`config.mk`:
```
export PLATFORM = sky130hd
export DESIGN_NAME = gb_host_bridge
export DESIGN_NICKNAME = d
export VERILOG_FILES = /design/src/rtl/gb_pkg.sv /design/src/rtl/gb_host_bridge.sv
export SDC_FILE = /design/constraint.sdc
export NUM_CORES = 1
export LEC_CHECK = 0
export CAP_MARGIN = 25
export CORE_MARGIN = 2
export CORE_UTILIZATION = 40
export DETAILED_ROUTE_END_ITERATION = 16
export DONT_BUFFER_PORTS = 1
export PLACE_DENSITY = 0.53
export SLEW_MARGIN = 5
export SYNTH_ARGS = -nofsm -noshare
export SYNTH_HDL_FRONTEND = slang
export SYNTH_SLANG_ARGS = --single-unit
```
`constraint.sdc`:
```
create_clock -name clk -period 1.6 [get_ports clk]
set_input_delay 0.32 -clock clk [delete_from_list [all_inputs] [get_ports clk]]
set_output_delay 0.32 -clock clk [all_outputs]
set_load 0.01 [all_outputs]
```
`src/rtl/gb_pkg.sv`:
```
// gb_pkg: shared FSM state codes and read-latency limits for the ghostbus host bridge
package gb_pkg;
  localparam logic [2:0] S_IDLE = 3'd0;
  localparam logic [2:0] S_WR   = 3'd1;
  localparam logic [2:0] S_RD   = 3'd2;
  localparam logic [2:0] S_WAIT = 3'd3;
  localparam logic [2:0] S_RESP = 3'd4;
  localparam int CNT_W = 4;
  localparam int RD_LAT_MAX = (1 << CNT_W) - 1;
  function automatic bit rd_lat_ok(input int lat);
    return lat >= 1 && lat <= RD_LAT_MAX;
  endfunction
endpackage

```
`src/rtl/gb_host_bridge.sv`:
```
// gb_host_bridge: single-outstanding host request/response to ghostbus strobe bridge
module gb_host_bridge import gb_pkg::*; #(
  parameter int AW = 24,
  parameter int DW = 32,
  parameter int RD_LAT = 1
) (
  input  logic          clk,
  input  logic          rst_n,
  input  logic          req_valid,
  output logic          req_ready,
  input  logic          req_write,
  input  logic [AW-1:0] req_addr,
  input  logic [DW-1:0] req_wdata,
  output logic          resp_valid,
  input  logic          resp_ready,
  output logic [DW-1:0] resp_rdata,
  output logic          busy,
  output logic [AW-1:0] gb_addr,
  output logic [DW-1:0] gb_wdata,
  output logic          gb_we,
  output logic          gb_re,
  input  logic [DW-1:0] gb_rdata
);
  // an out-of-range latency falls back to the minimum of one cycle
  localparam logic [CNT_W-1:0] LAT_LD = CNT_W'(rd_lat_ok(RD_LAT) ? RD_LAT - 1 : 0);
  logic [2:0] state, nxt;
  logic [CNT_W-1:0] cnt;
  assign req_ready  = rst_n && state == S_IDLE;
  assign busy       = state != S_IDLE;
  assign gb_we      = state == S_WR;
  assign gb_re      = state == S_RD;
  assign resp_valid = state == S_RESP;
  // next state: every transaction returns through IDLE for at least one cycle
  always_comb begin
    nxt = S_IDLE;
    case (state)
      S_IDLE: nxt = req_valid ? (req_write ? S_WR : S_RD) : S_IDLE;
      S_RD:   nxt = S_WAIT;
      S_WAIT: nxt = cnt == '0 ? S_RESP : S_WAIT;
      S_RESP: nxt = resp_ready ? S_IDLE : S_RESP;
      default: nxt = S_IDLE;
    endcase
  end
  // state register; reset abandons any transaction in flight
  always_ff @(posedge clk or negedge rst_n)
    if (!rst_n) state <= S_IDLE;
    else state <= nxt;
  // latch request address/data on the accepting edge and hold them afterwards
  always_ff @(posedge clk or negedge rst_n)
    if (!rst_n) begin
      gb_addr  <= '0;
      gb_wdata <= '0;
    end else if (state == S_IDLE && req_valid) begin
      gb_addr  <= req_addr;
      gb_wdata <= req_wdata;
    end
  // read latency countdown, loaded during the read strobe
  always_ff @(posedge clk or negedge rst_n)
    if (!rst_n) cnt <= '0;
    else if (state == S_RD) cnt <= LAT_LD;
    else if (state == S_WAIT && cnt != '0) cnt <= cnt - CNT_W'(1);
  // capture bus read data when the countdown expires; kept until the next capture
  always_ff @(posedge clk or negedge rst_n)
    if (!rst_n) resp_rdata <= '0;
    else if (state == S_WAIT && cnt == '0) resp_rdata <= gb_rdata;
endmodule

```
==> impl_metrics.tcl, run 1 <==
set metrics [dict create \
    status "finished with violations" \
    failed_checks "negative hold slack, negative setup slack" \
    maximum_number_of_pins_on_one_net_before_global_route_repair 97 \
    cts_sinks 95 \
    netlist_instances 224 \
    place_congestion 0.696 \
    crit_arrival_ns 1.94 \
    multiInputGateArea_um2 1390 \
    final.hold.worst_slack_ns -0.342 \
    critical_path_slowest_stage_cell "sky130_fd_sc_hd__dfrtp_2" \
    place_inst 340 \
    rsz_0062_raised_after_global_routing "true" \
    maxCapViolCount 0 \
    cts_root_buf "sky130_fd_sc_hd__clkbuf_8" \
    timing.slew.headroom_pct 76.4 \
    wl_um 6980 \
    initialDrtViolationCount 29 \
    critical_path.max_stage_delay_ns 0.46 \
    drive_above_1_share_pct 53.2 \
    path_class "reg2reg" \
    insertion_delay_ns 0.35 \
    floorplan.die.height_um 100 \
    final_cells 363 \
    ioPinCount 186 \
    period_utilization_pct 106 \
    setup_tns_ns -5.28 \
    areaGrowthSynthToFinish_pct 19.0 \
    via_count 1933 \
    ff_latch_area_um2 2380 \
    dr.pass1.iters 3 \
    start_util_pct 40.5 \
    coreArea_um2 9110 \
    tritoncts "built" \
    die_area_um2 10000 \
    post_drt_via_cell_ratio 5.33 \
    ctsLongestPathBuffers 2 \
    hold_class "in2async" \
    fillCellCount 799 \
    timing.critical_path.fanout_max 11 \
    count_of_unresolved_drc_violations_after_routing 0 \
    synth_seq_area_share_pct 64.4 \
    max_slew.worst_pin.slew_ns 0.355 \
    postSynthRegisterBits 95 \
    final.min_clock_period_ns 1.70 \
    grt_antenna_before_repair 0 \
    path_cells "nor3_4 > and2_4 > clkbuf_16 > mux2_2" \
    timing.critical_path.to_type "register" \
    power_per_cell_area_nw_per_um2 2130 \
    syn_avg_cell_area_um2 16.5 \
    chipWidth_um 100 \
    fin_max_slew_vios 0 \
    worstPathRequired_ns 1.84 \
    port_buffers 0 \
    antenna_left 0 \
    synthDistinctLibCells 25 \
    drt-wirelength-per-cell_um 19.2 \
    final_hold_violating_endpoints 95 \
    vdd_drop_max_mv 0.862 \
    grt_overflow 0 \
    leakage_power_nw 2.01 \
    htreeDepth 3 \
    finalCoreUtilization_pct 48.2 \
    gr-usage-all-layers_pct 12.4 \
    skew_ns 0.0122 \
    syn_nets 319 \
    setup-violations-final 88 \
    rows 35 \
    cts_inserted_buffers 9 \
    syn-cell-area_um2 3690 \
    grt_pass1_wl_um 9490 \
    clkSlewWorstSetupHoldPaths_ns 0.09 \
    net_count_final 342 \
    postLayoutSetupSlackWorst_ns -0.102 \
    cpLargestDelayFamily "simple AND/OR/NAND/NOR gates" \
    grt_pass1_vias 1956 \
    antenna_cells_inserted 0 \
    max_clock_freq_ghz 0.588 \
    detailed_place_hpwl_um 4560 \
    number_of_synthesis_warnings 0 \
    kind_of_launch_point_of_the_worst_setup_path "register" \
    crit_buf_inv 1 \
]
[area by class of cell]
class	count	share of cell area (%)
inverters	5	0.427
repair buffers	22	6.15
clock buffers	10	2.91
clock inverters	6	1.54
multi-input cells	114	31.6
well taps	111	3.16
flip-flops and latches	95	54.2
[stage by stage]
stage / power, mW / setup slack, ns / instance area [µm²]
4_1_cts: 8.94 / -0.0894 / 4180
3_3_place_gp: 7.11 / -0.177 / 3910
5_1_grt: 9.86 / -0.154 / 4390
3_5_place_dp: 7.16 / -0.188 / 3910
2_1_floorplan: 6.59 / -0.0634 / 3700
6_report: 9.35 / -0.102 / 4390
[cell families after synthesis]
logic type	share of synthesized area, %
DFF	64.4
adders and majority gates	0.678
AOI/OAI and AO/OA	1.76
and+or+nand+nor	3.36
buffers and inverters	2.68
muxes	27.1
[cell usage in the layout (no fill, tap or decap), types with 2 or more instances in the layout]
cell	Yosys	final
sky130_fd_sc_hd__buf_4	2	13
sky130_fd_sc_hd__and2_4	0	2
sky130_fd_sc_hd__clkinvlp_4	0	2
sky130_fd_sc_hd__a21o_1	4	4
sky130_fd_sc_hd__buf_12	0	3
sky130_fd_sc_hd__ha_1	2	2
sky130_fd_sc_hd__clkbuf_8	0	9
sky130_fd_sc_hd__mux2_2	84	50
sky130_fd_sc_hd__nor3b_2	0	3
sky130_fd_sc_hd__inv_6	0	2
sky130_fd_sc_hd__buf_6	4	2
sky130_fd_sc_hd__dfrtp_1	95	93
sky130_fd_sc_hd__mux2_1	4	4
sky130_fd_sc_hd__dfrtp_2	0	2
sky130_fd_sc_hd__mux2_4	0	34
sky130_fd_sc_hd__inv_1	5	5
sky130_fd_sc_hd__clkbuf_16	0	3
[report_power, final]
group | leakage (nW) | switching (mW) | internal, mW
clock network | 0.0933 | 0.823 | 0.732
registers | 1.13 | 1.38 | 3.59
logic | 0.785 | 0.899 | 1.92
[final timing paths]
kind | start | endpoint | slack [ns] | cells past startpoint
setup / recovery | state[1]$_DFF_PN0_ | gb_addr[12]$_DFFE_PN0P_ | -0.10 | 4
hold / removal | rst_n | resp_rdata[7]$_DFFE_PN0P_ | -0.34 | 0
setup reg to reg | state[1]$_DFF_PN0_ | gb_addr[12]$_DFFE_PN0P_ | -0.10 | 4
hold reg to reg | resp_rdata[21]$_DFFE_PN0P_ | resp_rdata[21]$_DFFE_PN0P_ | 0.57 | 1
max in group asynchronous | rst_n | state[0]$_DFF_PN0_ | 1.75 | 0
min in group clk | req_write | state[0]$_DFF_PN0_ | 0.09 | 1
[cells in the mapped netlist]
| cell | instances | area share, % |
|---|---|---|
| sky130_fd_sc_hd__dfrtp_1 | 95 | 64 |
| sky130_fd_sc_hd__mux2_2 | 84 | 26 |
| sky130_fd_sc_hd__inv_1 | 5 | 0.51 |
| sky130_fd_sc_hd__a21o_1 | 4 | 0.81 |
| sky130_fd_sc_hd__buf_2 | 4 | 0.54 |
| sky130_fd_sc_hd__buf_6 | 4 | 1.2 |
| sky130_fd_sc_hd__mux2_1 | 4 | 1.2 |
| sky130_fd_sc_hd__nor3b_1 | 4 | 0.81 |
| sky130_fd_sc_hd__and2_1 | 2 | 0.34 |
| sky130_fd_sc_hd__buf_4 | 2 | 0.41 |
| sky130_fd_sc_hd__ha_1 | 2 | 0.68 |
| sky130_fd_sc_hd__a211o_1 | 1 | 0.24 |
| sky130_fd_sc_hd__a211oi_1 | 1 | 0.20 |
| sky130_fd_sc_hd__a21oi_1 | 1 | 0.14 |
| sky130_fd_sc_hd__mux2i_1 | 1 | 0.27 |
| sky130_fd_sc_hd__nand2b_1 | 1 | 0.17 |
| sky130_fd_sc_hd__nand3b_4 | 1 | 0.54 |
| sky130_fd_sc_hd__nor2_1 | 1 | 0.10 |
| sky130_fd_sc_hd__nor3_1 | 1 | 0.14 |
| sky130_fd_sc_hd__nor4b_1 | 1 | 0.24 |
| sky130_fd_sc_hd__nor4b_4 | 1 | 0.64 |
| sky130_fd_sc_hd__o22ai_1 | 1 | 0.17 |
| sky130_fd_sc_hd__o31ai_1 | 1 | 0.20 |
| sky130_fd_sc_hd__or2_2 | 1 | 0.17 |
| sky130_fd_sc_hd__or4_1 | 1 | 0.20 |
[per-layer routing]
metal  vias up  routed length, µm  global-route usage [%]
li1        841                  -                       -
met1       968               2740                    13.5
met2       113               3360                    20.3
met3        11                761                    5.64
met4         0                119                    6.32
met5         -                  0                       0
[sequential cells by signal, indices dropped and copies added, names as in the netlist]
register	cells
gb_wdata	32
resp_rdata	32
gb_addr	24
cnt	4
state	3
[what timing repair did]
action | 4_1_cts | 5_1_grt
buffers inserted | 1 | 3
endpoints found under the hold margin | 95 | 95
gates resized for setup | 18 | 31
endpoints found under the setup margin | 91 | 94
pin swaps | 0 | 3
cloned | 0 | 3
No activity file was read; power rests on OpenSTA's default activity.
==> run 2, diff against run 1 <==
Settings changed: CTS_CLUSTER_SIZE from default to 20.
==> results of run 2 <==
The final DEF is identical to that of run 1; final timing and power are the same.
==> run 3, diff against run 2 <==
Settings changed: SLEW_MARGIN 5 to 30.
==> results of run 3 <==
The final DEF is identical to that of run 1; final timing and power are the same.
